### config.mk
export PLATFORM = sky130hd
export DESIGN_NAME = master_out_port
export DESIGN_NICKNAME = d
export VERILOG_FILES = /design/src/rtl/master_out_port.sv
export SDC_FILE = /design/constraint.sdc
export NUM_CORES = 1
export LEC_CHECK = 0
export BUFFER_PORTS_ARGS = -buffer_cell sky130_fd_sc_hd__clkbuf_2
export CORE_ASPECT_RATIO = 1.25
export CORE_MARGIN = 2
export CORE_UTILIZATION = 45
export DETAILED_ROUTE_END_ITERATION = 16
export GPL_TIMING_DRIVEN = 1
export PLACE_DENSITY_LB_ADDON = 0.15
export SLEW_MARGIN = 10
export SYNTH_ARGS = -nofsm -noshare
export SYNTH_HDL_FRONTEND = slang
export SYNTH_SLANG_ARGS = --single-unit
### constraint.sdc
create_clock -name clk -period 2.52 [get_ports clk]
set_input_delay 0.378 -clock clk [delete_from_list [all_inputs] [get_ports clk]]
set_output_delay 0.378 -clock clk [all_outputs]
set_load 0.005 [all_outputs]
### src/rtl/master_out_port.sv
// Initiator-side serial bus transmitter: valid/ready handshake, then LSB-first
// streaming of address, per-beat write data and burst word on three lines.
module master_out_port #(
  parameter int ADDR_W   = 12,
  parameter int DATA_W   = 8,
  parameter int BEAT_CYC = 12
) (
  input  logic              clk,
  input  logic              reset,
  input  logic              req,
  input  logic              req_write,
  input  logic [ADDR_W-1:0] req_addr,
  input  logic [ADDR_W-1:0] req_burst_len,
  input  logic [DATA_W-1:0] wr_data,
  output logic              data_taken,
  output logic              busy,
  output logic              done,
  output logic              master_valid,
  input  logic              slave_ready,
  output logic              read_en,
  output logic              write_en,
  output logic              tx_address,
  output logic              tx_data,
  output logic              tx_burst
);

  localparam int CYC_W = $clog2(BEAT_CYC);
  localparam logic [CYC_W-1:0] LAST_CYC = CYC_W'(BEAT_CYC - 1);
  localparam logic [CYC_W-1:0] PRE_LAST = CYC_W'(BEAT_CYC - 2);

  typedef enum logic [1:0] {IDLE, HANDSHAKE, XFER, DONE} state_t;

  state_t            state;
  logic [ADDR_W-1:0] addr_sh;
  logic [ADDR_W-1:0] len;
  logic [ADDR_W-1:0] beat;
  logic [DATA_W-1:0] data_sh;
  logic [ADDR_W:0]   burst_sh;
  logic [CYC_W-1:0]  cyc;
  logic              is_write;
  logic              last_beat;

  assign last_beat = (beat == len);

  always_ff @(posedge clk or negedge reset) begin
    if (!reset) begin
      state        <= IDLE;
      addr_sh      <= '0;
      len          <= '0;
      beat         <= '0;
      data_sh      <= '0;
      burst_sh     <= '0;
      cyc          <= '0;
      is_write     <= 1'b0;
      data_taken   <= 1'b0;
      busy         <= 1'b0;
      done         <= 1'b0;
      master_valid <= 1'b0;
      read_en      <= 1'b0;
      write_en     <= 1'b0;
      tx_address   <= 1'b0;
      tx_data      <= 1'b0;
      tx_burst     <= 1'b0;
    end else begin
      data_taken <= 1'b0;
      done       <= 1'b0;
      case (state)
        IDLE: begin
          if (req) begin
            state        <= HANDSHAKE;
            busy         <= 1'b1;
            master_valid <= 1'b1;
            read_en      <= !req_write;
            write_en     <= req_write;
            is_write     <= req_write;
            len          <= req_burst_len;
            beat         <= '0;
            cyc          <= '0;
            // Shifters hold the bits still to be sent; bit 0 goes straight out.
            tx_address   <= req_addr[0];
            addr_sh      <= req_addr >> 1;
            if (req_write) begin
              tx_data    <= wr_data[0];
              data_sh    <= wr_data >> 1;
              data_taken <= 1'b1;
            end else begin
              tx_data    <= 1'b0;
              data_sh    <= '0;
            end
            if (req_burst_len != '0) begin
              tx_burst <= 1'b1;
              burst_sh <= {1'b0, req_burst_len};
            end else begin
              tx_burst <= 1'b0;
              burst_sh <= '0;
            end
          end
        end
        HANDSHAKE: begin
          if (slave_ready) begin
            state        <= XFER;
            master_valid <= 1'b0;
            cyc          <= CYC_W'(1);
            tx_address   <= addr_sh[0];
            addr_sh      <= addr_sh >> 1;
            tx_data      <= data_sh[0];
            data_sh      <= data_sh >> 1;
            tx_burst     <= burst_sh[0];
            burst_sh     <= burst_sh >> 1;
          end
        end
        XFER: begin
          if (cyc == LAST_CYC && last_beat) begin
            state      <= DONE;
            done       <= 1'b1;
            busy       <= 1'b0;
            read_en    <= 1'b0;
            write_en   <= 1'b0;
            tx_address <= 1'b0;
            tx_data    <= 1'b0;
            tx_burst   <= 1'b0;
          end else begin
            tx_address <= addr_sh[0];
            addr_sh    <= addr_sh >> 1;
            tx_burst   <= burst_sh[0];
            burst_sh   <= burst_sh >> 1;
            if (cyc == LAST_CYC) begin
              cyc     <= '0;
              beat    <= beat + ADDR_W'(1);
              tx_data <= is_write & wr_data[0];
              data_sh <= is_write ? (wr_data >> 1) : '0;
            end else begin
              cyc     <= cyc + CYC_W'(1);
              tx_data <= data_sh[0];
              data_sh <= data_sh >> 1;
              // Pulse spans the last cycle of a beat, whose closing edge captures wr_data.
              data_taken <= is_write && (cyc == PRE_LAST) && !last_beat;
            end
          end
        end
        DONE:    state <= IDLE;
        default: state <= IDLE;
      endcase
    end
  end

endmodule

== Yosys cells after proc, flatten, opt, wreduce, memory -nomap -nowiden ==
Index checks and enable logic that the tools add are counted.

* Output and inout bits: 9
* Bits of input ports: 37
* Logic and storage cells: 108
* Bits in registers: 73

* Reduce and logical (&&, ||, !) cells: 17
* Equality and inequality tests: 11
* Bitwise gates (word level): 1
* Multiplexer cells: 60
* Add/subtract/negate cells: 2

{| class="wikitable"
|+ Operators with widths
! operator !! count
|-
| 2-to-1 mux 12 bit || 7
|-
| 2-to-1 mux 13 bit || 3
|-
| one-hot mux 13 bit (3 select lines) || 1
|-
| one-hot mux 12 bit (3 select lines) || 1
|-
| 2-to-1 mux 8 bit || 3
|-
| one-hot mux 12 bit (2 select lines) || 1
|-
| one-hot mux 8 bit (3 select lines) || 1
|-
| 2-to-1 mux 1 bit || 23
|-
| 2-to-1 mux 7 bit || 3
|-
| 2-to-1 mux 4 bit || 4
|-
| adder 12 x 1 -> 12 bit (second input constant) || 1
|-
| equality test 12 bit || 1
|-
| one-hot mux 4 bit (3 select lines) || 1
|-
| AND reduction 3 bit || 4
|-
| nonzero test 12 bit || 1
|-
| inequality test 2 bit (second input constant) || 5
|-
| one-hot mux 1 bit (2 select lines) || 5
|-
| one-hot mux 1 bit (3 select lines) || 3
|-
| equality test 4 bit (second input constant) || 2
|-
| one-hot mux 2 bit (4 select lines) || 1
|-
| AND reduction 4 bit || 2
|-
| 2-to-1 mux 2 bit || 3
|-
| adder 4 x 1 -> 4 bit (second input constant) || 1
|-
| equality test 2 bit (second input constant) || 2
|-
| other kinds (8) || 12
|}

== Longest topological paths before layout ==
Gate-level depths: netlist (run 1).

* Depth after elaboration: 6
* Mapped depth: 9
* Mapped depth without buffers: 7

== Least setup slack after synthesis (run 1) ==
Ideal clock, no wire load.

* Path type: flip-flop to flip-flop
* Start: register state[1]
* End: register addr_sh[0]
* Data required time: 2.395 ns
* Data arrival time: 2.002 ns
* Stages on the path, launching flop included: 8
* Clock period less this slack: 2.127 ns
* Setup time: 0.125 ns
* Buffers on the path: 1
* Setup slack: 0.393 ns
* Path through: dfrtp_1 -> inv_1 -> ha_1 -> nor2b_1 -> nor3_1 -> a21boi_2 -> buf_6 -> mux2_4

* Word-level cells in the longest chain between the ends: 3
* Elaborated cells on any way between the ends: 9
* Those cells by class: 5 x eq/ne; 1 x mux; 3 x reduce/logical

{| class="wikitable"
|+ Ends and longest elaborated chain
! element !! RTL line !! source
|-
| start, declared || 33 || <nowiki>state_t state;</nowiki>
|-
| start signal, assigned || 47 || <nowiki>state <= IDLE;</nowiki>
|-
| start signal, assigned || 70 || <nowiki>state <= HANDSHAKE;</nowiki>
|-
| start signal, assigned || 101 || <nowiki>state <= XFER;</nowiki>
|-
| equality test 2 bit (tied with other cells) || 67 || <nowiki>case (state)</nowiki>
|-
| inequality test 2 bit (no line) / nonzero test 3 bit (equally long branches) || n/a ||
|-
| AND reduction 4 bit (no line) || n/a ||
|-
| end signal, assigned || 81 || <nowiki>addr_sh <= req_addr >> 1;</nowiki>
|-
| end signal, assigned || 105 || <nowiki>addr_sh <= addr_sh >> 1;</nowiki>
|-
| end signal, assigned || 124 || <nowiki>addr_sh <= addr_sh >> 1;</nowiki>
|-
| end, declared || 34 || <nowiki>logic [ADDR_W-1:0] addr_sh;</nowiki>
|}

Parallel ways exist; a longest one is shown, timed or not.
A chain may end at the register's enable or synchronous reset.

== Final worst setup path (run 1) ==
* Start: register state[1]
* End: register burst_sh[11]

* Word-level cells in the longest chain between the ends: 3
* Elaborated cells on any way between the ends: 9
* Those cells by class: 5 x eq/ne; 1 x mux; 3 x reduce/logical

{| class="wikitable"
|+ Ends and longest elaborated chain
! element !! RTL line !! source
|-
| equality test 2 bit (tied with other cells) || 67 ||
|-
| inequality test 2 bit (no line) / nonzero test 3 bit (equally long branches) || n/a ||
|-
| AND reduction 4 bit (no line) || n/a ||
|-
| end signal, assigned || 92 || <nowiki>burst_sh <= {1'b0, req_burst_len};</nowiki>
|-
| end signal, assigned || 109 || <nowiki>burst_sh <= burst_sh >> 1;</nowiki>
|-
| end signal, assigned || 126 || <nowiki>burst_sh <= burst_sh >> 1;</nowiki>
|-
| end, declared || 38 || <nowiki>logic [ADDR_W:0] burst_sh;</nowiki>
|}

Parallel ways exist; a longest one is shown, timed or not.

==> impl.org, run 1 <==
** Placement
- Placed wire-length estimate after detailed placement :: roughly 6000 um
- Final GP Congestion :: 0.805
- Port Buffers :: 45

** Worst setup path
- Req. time, crit path :: ~2.8 ns
- The worst register-to-register path has a depth of 7.
- Walking the worst path, the cells encountered are inv_1, ha_1, nor2b_1, nor3_1, a21boi_4, buf_12, mux2_2.
- In this design, the stage delay of the slowest critical-path cell is between 0.3 and 0.4 ns.
- Of all nets on the critical path, the largest fanout is 33.
- Worst setup EP type :: register
- By startpoint and endpoint, the worst setup path is classified as register to register.
- In this run the critical register-to-register path is launched from state[1].
- Type of origin of the critical path :: register
- Data arrival at the endpoint of the critical path :: 2.40 ns
- Worst path slowest cell :: dfrtp_1
- R2r setup slk :: 0.35 ns
- Worst reg2reg endpoint :: burst_sh[11]

** Detailed routing
- For this block, wires on met1 add up to 3920 um.
- Dividing the detail-routed via count by the number of cells gives 5.45.
- Total length of routed met3 wires :: approximately 230 um
- For this block, the initial DRC count from the detailed router was between 100 and 150.
- After detailed routing, the average wire length per cell comes to 16.1 um.
- Max layer used :: met4
- Routed length on met2 :: 3990 um
- Total wirelength of the detailed-routed design :: 8370 um
- Number of remaining DRC errors :: 0
- The first detailed-routing pass took 4 iterations.
- Total vias in the final route :: 2827
- Number of nets with antenna violations after detailed routing :: 0

** Synthesis
- Post-synthesis sequential element count :: 70
- Of the synthesized area, sequential elements account for 44.3%.
- The largest total area in the synthesized netlist belongs to dfrtp_1.
- Among all flip-flop cells after synthesis, the most frequent one is dfrtp_1.
- The synthesized netlist contains 51 unique library cells.
- Counting flops with a built-in enable in the synthesized netlist gives 0.
- Number of instances in the synthesized netlist :: 345
- Proportion of netlist area held by the largest area contributor :: ~44%
- When the netlist entered floorplanning its net count stood at 389.
- The synthesized netlist occupies a cell area of 3950 um2.
- Yosys printed 0 warnings.
- Leading cell types by total area after synthesis :: dfrtp_1, mux2_2, mux2_4, a22o_1, o21ai_0
- Share of synthesized flip-flops with an asynchronous set or reset :: 100%
- Syn avg cell area :: 11.5 um2

** Cells and area
- The number of antenna diodes in the final layout is 0.
- Counting the fill cells in the layout gives 788.
- Nets@finish :: 438
- Summing all multi-input logic gate instances after layout gives around 2100 um2.
- Fraction of layout instances using a drive strength above 1 :: 36.1%
- Area overhead of the layout relative to synthesis :: 14.9%
- Sequential cell area in the final layout :: 1750 um2

** CTS
- The H-tree was split into 3 levels.
- Clock-pin slew was measured on the worst setup and hold paths at about 0.070 ns.
- TritonCTS built the clock tree.
- Buffer depth of the longest clock path :: 2
- # resized after CTS :: 0
- Number of buffers created by CTS :: 9
- CTS Root Buffer Type :: clkbuf_8
- Clk_lat worst skew :: 0.35 ns
- CTS sink count :: 70
- Number of hold buffers added after CTS :: 0
- After clock tree synthesis, the setup repair step added 0 buffers.

** Timing
- On the final layout, the worst hold slack is 0.0991 ns.
- RSZ-0062 raised after global routing :: false
- In the final timing run, aggregate negative setup slack is 0 ns.
- Fmax :: 461 MHz
- Setup violators final :: 0
- The number of hold-slack violations in the final timing report is 0.
- Final clock period utilization by the worst path :: a little under nine tenths
- For the pin with the worst max-slew slack, the measured transition is 0.751 ns.
- The max-slew violation total from the final report is 0.
- Worst rel slew slack :: 49.9%
- Worst clock skew :: 0.00857 ns
- Subtracting the final worst setup slack from the clock period gives 2.17 ns.

** Global routing
- Antenna violations before repair :: 0
- Wire length of the first global-routing pass :: 14100 um
- Global routing used 19.1% of the available tracks.
- Vias in the first global route :: 2897
- Maximum number of pins on one net before global-route repair :: 40
- The total overflow left after global routing is 0.

** Outcome
- Outcome :: finished, final reports clean

** Floorplan
- between 40 and 50 I/O pins were placed.
- Core ar. :: ~8600 um2
- In this run the vertical extent of the chip is between 100 and 150 um.
- The floorplan step defined a die boundary enclosing about 9600 um2.
- In this run the horizontal extent of the chip is 87.8 um.
- Floorplan row count :: 38
- Starting utilization of the core area :: 45.9%

** Worst hold path
- In this run the worst hold path is classified as primary input to async pin.

** Pwr
- In this run the power density over the cells is approximately 1300 nW/um2.
- Standby leakage power :: 0.00204 uW
- Total power after layout :: 5830 uW
- IR analysis of the VDD net gives a maximum drop of just over 600 uV.

** Run
- Max-cap violations in this run came to 0.
-- how the worst max path moves through the flow --
| stage | startpoint | to | slack [ns] | cells after the start |
|---|---|---|---|---|
| after floorplan | state[1] | addr_sh[0] | 0.39 | 7 |
| after global placement | state[1] | burst_sh[11] | 0.43 | 7 |
| after detailed placement | state[1] | burst_sh[0] | 0.36 | 7 |
| after CTS | state[1] | burst_sh[0] | 0.33 | 7 |
| after global routing | state[0] | beat[11] | 0.13 | 8 |
| final | state[1] | burst_sh[11] | 0.35 | 7 |
-- flip-flops by register name, summed over array words and instances (netlist names) --
signal / flops
addr_sh: 11
data_taken: 1
tx_address: 1
is_write: 1
len: 12
master_valid: 1
done: 1
write_en: 1
read_en: 1
data_sh: 7
busy: 1
beat: 12
tx_burst: 1
tx_data: 1
state: 2
cyc: 4
burst_sh: 12
-- layout make-up --
type	count	share of cell area, %
multi-input combinational	247	45.7
sequential	70	38.5
timing repair buffer	55	7.43
clock buffer	11	3.33
tap	120	3.30
inverter	11	0.909
clock inverter	5	0.743
-- stage by stage --
stage / std cells / utilization [%] / instance area [um2] / setup WS (ns)
4_1_cts: 519 / 52.8 / 4540 / 0.334
5_1_grt: 519 / 52.8 / 4540 / 0.134
3_5_place_dp: 503 / 50.7 / 4360 / 0.356
6_report: 519 / 52.8 / 4540 / 0.353
2_1_floorplan: 345 / - / 3950 / 0.393
3_3_place_gp: 503 / 50.7 / 4360 / 0.429
-- logic make-up (layout without fill, tap and decap cells) --
family	count (synthesis)	count (layout)	share of synthesized area [%]
XOR/XNOR	12	12	3.04
buffers and inverters	28	82	3.32
AO/OA/AOI/OAI	65	65	11.7
multiplexers	68	68	21.8
adder cells (fa/ha/maj)	7	7	2.22
AND/OR/NAND/NOR	95	95	13.6
flip-flops	70	70	44.3
-- where the power goes --
| part | leakage, uW | switching [uW] | internal [uW] |
|---|---|---|---|
| clock network | 0.0000913 | 440 | 409 |
| registers | 0.000872 | 334 | 1590 |
| logic | 0.00108 | 1330 | 1720 |
| total | 0.00204 | 2100 | 3720 |
-- worst max-delay path: cells and delay by family, from the launching register on --
kind | cells | cell delay (ns)
simple gates | 2 | 0.44
mux | 1 | 0.36
compound gates | 1 | 0.25
flops | 1 | 0.39
buf+inv | 2 | 0.34
fa+ha+maj | 1 | 0.25
-- metal layers --
metal / GRT usage [%] / vias to the layer above
met5: 0 / -
met4: 9.45 / 0
met3: 3.03 / 17
met2: 29.9 / 55
met1: 25.8 / 1382
li1: - / 1373
-- cells in the mapped netlist (all sizes together) (2+ instances only) --
master  instances
a31oi           4
o22ai           2
a22o           12
nor2            8
a21o            3
nand4           6
mux2           64
nand4b          2
dfrtp          70
a32oi           2
o311ai          3
nand2b          5
xnor2          12
nand2          24
nor3            7
o211ai          4
inv            11
clkbuf          9
nor4            9
ha              7
buf             8
and3            5
a21oi           6
nand3          12
nor2b           6
o21ai          19
mux2i           4
and4            4
nand3b          3
-- cell usage in the layout (no fill, tap or decap), types with 8 or more instances in the layout --
| master | instances |
|---|---|
| a22o_1 | 12 |
| clkbuf_2 | 44 |
| clkbuf_8 | 11 |
| dfrtp_1 | 70 |
| inv_1 | 11 |
| mux2_2 | 37 |
| mux2_4 | 27 |
| nand2_1 | 24 |
| nand3_1 | 12 |
| nor2_1 | 8 |
| nor4_1 | 8 |
| o21ai_0 | 19 |
| xnor2_1 | 10 |
Note: power is estimated with default switching activity, not from simulation.
==> run 2: changes to the inputs <==
Clock period 2.52 ns to 2.6 ns, I/O delays scaled along.
==> impl.org, run 2 (synthesis results as in run 1) <==
** Global routing
- The largest net degree at the start of global routing was 71 (was 40).
- The remaining global-route overflow came to 0 (unchanged).
- GRT Overall Usage :: 19.6% (was 19.1%)
- Antenna violations before repair :: 0 (unchanged)
- Wire length of the first global-routing pass :: 14500 um (was 14100 um)
- The number of global-route vias before repair is 2899 (was 2897).

** Detailed routing
- The number of vias per cell was 5.51 (was 5.45).
- The DRC marker count from the first detailed-route iteration is 125 (was 108).
- The remaining antenna violation count after routing was 0 (unchanged).
- Total vias in the final route :: 2855 (was 2827)
- The number of iterations in the first detailed-routing pass came to 4 (unchanged).
- Total wirelength of the detailed-routed design :: 8440 um (was 8370 um)
- Number of remaining DRC errors :: 0 (unchanged)
- The average detailed-routed wire length per instance is 16.3 um (was 16.1 um).

** Timing
- The maximum achievable frequency came to 467 MHz (was 461 MHz).
- The worst hold slack is 0.0418 ns (was 0.0991 ns).
- Worst clock skew :: 0.0162 ns (was 0.00857 ns)
- The worst slew margin relative to its limit is 61.7% (was 49.9%).
- RSZ-0062 raised after global routing: false (unchanged).
- The actual slew at the worst max-slew pin was 0.571 ns (was 0.751 ns).
- Pins Over Slew Limit :: 0 (unchanged)
- Setup_tns :: 0 ns (unchanged)
- The number of hold-slack violations in the final timing report was 0 (unchanged).
- The fraction of the cycle the final worst path needs was 82.3% (was 86.0%).
- The total of endpoints with negative setup slack in the final report is 0 (unchanged).
- The final critical delay including setup and external delays was 2.14 ns (was 2.17 ns).

** Floorplan
- The overall die height came to 109 um (unchanged).
- Die ar. :: 9560 um2 (unchanged)
- The total I/O pin count came to 46 (unchanged).
- Floorplan row count :: 38 (unchanged)
- Overall die width :: 87.8 um (unchanged)
- Core ar. :: 8610 um2 (unchanged)
- The effective utilization at floorplan came to 45.9% (unchanged).

** Cells and area
- Fin util :: 52.9% (was 52.8%)
- Biggest registers after layout :: beat x12, burst_sh x12, len x12 (unchanged)
- Nets@finish :: 437 (was 438)
- The antenna diode count came to 0 (unchanged).
- The fraction of layout instances using a drive strength above 1 came to 35.4% (was 36.1%).
- Most common cell after layout, fill and taps aside :: dfrtp_1 (unchanged)
- Commonest cells after routing, fill and taps aside: dfrtp_1, clkbuf_2, mux2_2 (unchanged).
- Area overhead of the layout relative to synthesis :: 15.2% (was 14.9%)

** Worst setup path
- The required time of the critical path was 2.84 ns (was 2.75 ns).
- The peak fanout along the critical path is 33 (unchanged).
- The data arrival time of the worst path came to 2.38 ns (was 2.40 ns).
- The worst reg-to-reg setup slack is 0.46 ns (was 0.35 ns).
- Critical Path Start :: state[1] (unchanged)
- The startpoint of the most critical register-to-register path was state[1] (unchanged).
- Worst reg2reg endpoint :: burst_sh[0] (was burst_sh[11])
- The master of the slowest instance on the critical path is dfrtp_1 (unchanged).
- The launching element type of the critical path was a register (unchanged).
- Chain of cells forming the critical path: inv_1, ha_1, nor2b_1, nor3_1, a21boi_4, buf_12, mux2_2 (unchanged).
- The worst-case reg-to-reg path depth came to 7 (unchanged).
- Crit path largest cell delay :: 0.39 ns (about the same)
- Worst setup EP type :: register (unchanged)
- The critical setup path kind is register to register (unchanged).

** Pwr
- The power density over cell area was 1260 nW/um2 (was 1280 nW/um2).
- The worst ir drop on vdd came to 690 uV (was 606 uV).
- The leakage power of the design came to 0.00204 uW (about the same).

** Worst hold path
- Path category of the worst min-delay check :: primary input to async pin (unchanged)

** CTS
- CTS Root Buffer Type :: clkbuf_8 (unchanged)
- # resized after CTS :: 0 (unchanged)
- The post-CTS setup-driven buffer insertion count is 0 (unchanged).
- The clock tree from TritonCTS is done (unchanged).
- The clock transition at the registers of the reported paths was 0.09 ns (was 0.07 ns).
- The maximum buffer depth of the clock tree was 2 (unchanged).
- The number of levels the H-tree was split into is 3 (unchanged).
- The clock sink total is 70 (unchanged).
- The cts-stage hold buffer count came to 0 (unchanged).
- Number of buffers created by CTS :: 9 (unchanged)
- Clk_lat worst skew :: 0.36 ns (was 0.35 ns)

** Placement
- The number of port buffers was 45 (unchanged).
- Final GP Congestion :: 0.782 (was 0.805)
- The final HPWL from detailed placement is 5870 um (was 6010 um).

** Outcome
- Outcome: finished, final reports clean (unchanged).

** Run
- Number of violations of the max-capacitance limit :: 0 (unchanged)
[run 2: changes by cell type in the layout (fill, tap and decap cells not counted), sizes merged]
cell / before / now
bufinv: 0 / 2
buf: 11 / 10
clkinv: 3 / 1
[run 2: per-layer routing]
layer / wire, um / track usage (%)
met5: 0 / 0
met4: 251 / 9.89
met3: 283 / 3.10
met2: 3970 / 29.5
met1: 3930 / 27.1
[run 2: power breakdown]
part / switching (uW) / internal [uW] / total [uW]
clock network: 435 / 543 / 978
registers: 328 / 1540 / 1870
logic: 1280 / 1620 / 2900
total: 2040 / 3710 / 5750
[run 2: critical path, delay by kind of cell, from the launching register on]
family                   cells  cell delay, ns
AO/OA/AOI/OAI                1            0.24
flip-flops                   1            0.39
adder cells (fa/ha/maj)      1            0.25
AND/OR/NAND/NOR              2            0.43
multiplexers                 1            0.36
buffers and inverters        2            0.33
[run 2: area by class of cell]
type | instances | area [um2]
fillers | 783 | 4050
multi-input cells | 247 | 2080
flip-flops and latches | 70 | 1750
repair buffers | 54 | 318
well taps | 120 | 150
clock buffers | 11 | 131
clock inverters | 5 | 83.8
inverters | 11 | 41.3
[run 2: per-stage QoR]
step | instances | worst slack [ns] | power (uW) | cell area, um2
floorplan | 345 | 0.473 | 4190 | 3950
global placement | 502 | 0.493 | 4740 | 4340
detailed placement | 502 | 0.468 | 4810 | 4340
CTS | 518 | 0.445 | 5810 | 4550
global route | 518 | 0.155 | 6180 | 4550
finish | 518 | 0.460 | 5750 | 4550
[run 2: how the worst max path moves through the flow]
stage                     slack, ns      endpoint
after global routing           0.16      beat[11]
after detailed placement       0.47  burst_sh[11]
after global placement         0.49  burst_sh[11]
after floorplan                0.47    addr_sh[0]
final                          0.46   burst_sh[0]
after CTS                      0.45   burst_sh[0]
==> run 3: changes to the inputs <==
Settings changed: ABC_AREA set to 1.
Clock period 2.6 ns to 2 ns, I/O delays scaled along.
==> impl.org, run 3 <==
** Floorplan
- Die ar. :: 8970 um2 (was 9560 um2)
- Starting utilization of the core area :: 45.7% (was 45.9%)
- The core outline area came to 8100 um2 (was 8610 um2).
- Floorplan die height :: 105 um (was 109 um)
- Overall die width :: 85.1 um (was 87.8 um)
- The total I/O pin count was 46 (unchanged).
- Floorplan row count :: 37 (was 38)

** Worst hold path
- Path category of the worst min-delay check :: primary input to register (was primary input to async pin)

** Timing
- Pins Over Slew Limit :: 0 (unchanged)
- Setup violators final :: 0 (unchanged)
- The maximum achievable frequency is 550 MHz (was 467 MHz).
- The post-route clock skew came to 0.0102 ns (was 0.0162 ns).
- RSZ-0062 raised after global routing: true (was false).
- Setup_tns :: 0 ns (unchanged)
- The worst slew margin relative to its limit is 74.7% (was 61.7%).
- The final critical delay including setup and external delays came to 1.82 ns (was 2.14 ns).
- The number of hold-slack violations in the final timing report came to 0 (unchanged).
- Final clock period utilization by the worst path :: 90.9% (was 82.3%)
- Final worst slack :: 0.182 ns (was 0.460 ns)
- The actual slew at the worst max-slew pin was 0.380 ns (was 0.571 ns).

** Synthesis
- Share of synthesized area occupied by flip-flops and latches :: 47.3% (was 44.3%)
- The instance count of the mapped netlist was 478 (was 345).
- Area fraction in compound gates after synthesis :: 14.5% (was 11.7%)
- Most used flip-flop cell after synthesis :: dfrtp_1 (unchanged)
- EDFF count, synth :: 0 (unchanged)
- The simple-gate portion of the synthesized area came to 25.6% (was 13.6%).
- The most frequently used cell type in the post-synthesis netlist is nand2_1 (was dfrtp_1).
- Leading cell types by total area after synthesis: dfrtp_1, nand2_1, o21ai_0, inv_1, nor2_1 (was dfrtp_1, mux2_2, mux2_4, a22o_1, o21ai_0).
- Top cell type by total area after synthesis :: dfrtp_1 (unchanged)
- Netlist Area Pre-Place :: 3700 um2 (was 3950 um2)
- Multiplexer area fraction after synthesis :: 0% (was 21.8%)
- The adder and majority gate portion of the synthesized area was 2.37% (was 2.22%).
- The count of warnings emitted by yosys came to 0 (unchanged).
- The average cell area after synthesis was 7.75 um2 (was 11.5 um2).
- Proportion of netlist area held by the largest area contributor :: 47.3% (was 44.3%)
- The post-synthesis register bit count is 70 (unchanged).
- The number of distinct library cell variants in the gate-level netlist after synthesis was 30 (was 51).
- Largest family of logic cells by synthesized area :: simple AND/OR/NAND/NOR gates (was multiplexers)
- Share of synthesized flip-flops with an asynchronous set or reset :: 100% (unchanged)
- The number of nets produced by synthesis came to 522 (was 389).
- Commonest cells post-synth: nand2_1, dfrtp_1, inv_1 (was dfrtp_1, mux2_2, mux2_4).
- Synth Area in XOR/XNOR :: 2.13% (was 3.04%)

** Worst setup path
- Maximum fanout count along the critical path :: 17 (was 33)
- The kind of capture point of the worst setup path is a register (unchanged).
- The required time of the critical path came to 2.23 ns (was 2.84 ns).
- Type of origin of the critical path :: register (unchanged)
- Kind of critical path :: register to register (unchanged)
- The data arrival time of the worst path came to 2.05 ns (was 2.38 ns).

** CTS
- The number of levels the H-tree was split into was 3 (unchanged).
- Clk_lat worst skew :: 0.35 ns (was 0.36 ns)
- The cell at the root of the clock tree was clkbuf_8 (unchanged).
- Number of buffers created by CTS :: 9 (unchanged)
- The post-CTS setup-driven buffer insertion count was 0 (unchanged).
- The maximum buffer depth of the clock tree is 2 (unchanged).
- Clock slew at reported path FFs :: 0.07 ns (was 0.09 ns)
- TritonCTS clock tree :: done (unchanged)
- The clock sink total is 70 (unchanged).

** Detailed routing
- The detailed-route wire length came to 8280 um (was 8440 um).
- The DRC marker count from the first detailed-route iteration is 150 (was 125).
- Length of the first detailed-routing pass in iterations :: 5 (was 4)
- The number of vias per cell was 5.09 (was 5.51).
- The remaining antenna violation count after routing is 0 (unchanged).
- The remaining routing DRC violations is 0 (unchanged).
- Wire per inst :: 13.1 um (was 16.3 um)
- Total vias in the final route :: 3207 (was 2855)

** Pwr
- The worst ir drop on vdd came to 764 uV (was 690 uV).
- Power Dens Cells :: 1510 nW/um2 (was 1260 nW/um2)
- Standby leakage power :: 0.00208 uW (was 0.00204 uW)

** Placement
- Post-Place Cells :: 614 (was 502)
- The number of port buffers was 45 (unchanged).
- The worst setup slack after placement is 0.0941 ns (was 0.468 ns).
- The final weighted congestion in routability-driven placement was 0.844 (was 0.782).
- The final HPWL from detailed placement is 6100 um (was 5870 um).
- The post-detailed-placement cell area came to 4080 um2 (was 4340 um2).

** Global routing
- The remaining global-route overflow was 0 (unchanged).
- Antenna violations before repair :: 0 (unchanged)
- The number of global-route vias before repair was 3033 (was 2899).
- GRT Overall Usage :: 19.9% (was 19.6%)
- The largest net degree at the start of global routing is 71 (unchanged).
- Wire length of the first global-routing pass :: 14100 um (was 14500 um)

** Cells and area
- Most common cell after layout, fill and taps aside :: nand2_1 (was dfrtp_1)
- The growth of design area from synthesis to finish came to 14.9% (was 15.2%).
- Biggest registers after layout: beat x12, burst_sh x12, len x12 (unchanged).
- The antenna diode count is 0 (unchanged).
- The post-route non-filler standard cell count was 630 (was 518).
- Fraction of layout instances using a drive strength above 1 :: 16.9% (was 35.4%)
- The final design instance area without fill is 4250 um2 (was 4550 um2).
- Nets@finish :: 573 (was 437)
- Commonest cells after routing, fill and taps aside :: nand2_1, dfrtp_1, inv_1 (was dfrtp_1, clkbuf_2, mux2_2)

** Outcome
- Outcome: finished, final reports clean (unchanged).

** Run
- Number of violations of the max-capacitance limit :: 0 (unchanged)
-- run 3: path summary, 6_finish.rpt --
kind,to,cells after the start,slack (ns),from
max in group asynchronous,beat[5],3,1.19,reset
min in group asynchronous,write_en,3,0.50,reset
min,addr_sh[6],3,0.19,req_addr[7]
max reg2reg,beat[9],8,0.18,state[0]
max,beat[9],8,0.18,state[0]
min reg2reg,data_sh[2],2,0.49,data_sh[2]
-- run 3: through the flow --
stage | power (uW) | hold slack, ns | utilization [%]
after floorplan | 4540 | 0.00441 | -
after global placement | 5430 | 0.360 | 50.4
after detailed placement | 5510 | 0.355 | 50.4
after CTS | 6490 | 0.170 | 52.4
after global routing | 7080 | 0.185 | 52.5
final | 6430 | 0.186 | 52.5
-- run 3: layout make-up --
| type | instances | area (um2) |
|---|---|---|
| clock inverters | 5 | 27.5 |
| repair buffers | 61 | 373 |
| multi-input cells | 335 | 1650 |
| flip-flops and latches | 70 | 1750 |
| well taps | 97 | 121 |
| clock buffers | 10 | 128 |
| fillers | 784 | 3850 |
| inverters | 52 | 198 |
-- run 3: cell families (layout without fill, tap and decap cells) --
family | after synthesis | count (layout)
flip-flops | 70 | 70
AND/OR/NAND/NOR | 222 | 222
AO/OA/AOI/OAI | 97 | 97
adder cells (fa/ha/maj) | 7 | 7
buffers and inverters | 73 | 128
XOR/XNOR | 9 | 9
-- run 3: repair_timing --
action,CTS,global route
setup endpoints to repair,0,17
endpoints found under the hold margin,70,0
hold buffers,1,0
resized for setup,0,3
-- run 3: worst max-delay path, cell delays in order, from the launching register on --
cell and delay [ns]:
dfrtp_1 0.42, inv_1 0.10, ha_1 0.29, nor2_1 0.10
nor2_1 0.23, nand3_2 0.19, buf_4 0.24, nand2_1 0.06
o21ai_0 0.07
-- run 3: report_power, final --
part / total [uW] / switching [uW] / leakage (uW) / internal (uW)
combinational: 3180 / 1980 / 0.00111 / 1200
sequential: 2300 / 331 / 0.000888 / 1970
clock: 950 / 516 / 0.0000817 / 434
total: 6430 / 2830 / 0.00208 / 3610
-- run 3: metal layers --
layer  part of all wire, %  wire length [um]  track usage, %
met4                   2.6               214            9.52
met1                    46              3820            26.9
met5                     0                 0               0
met2                    47              3870            30.2
met3                   4.4               367            4.31
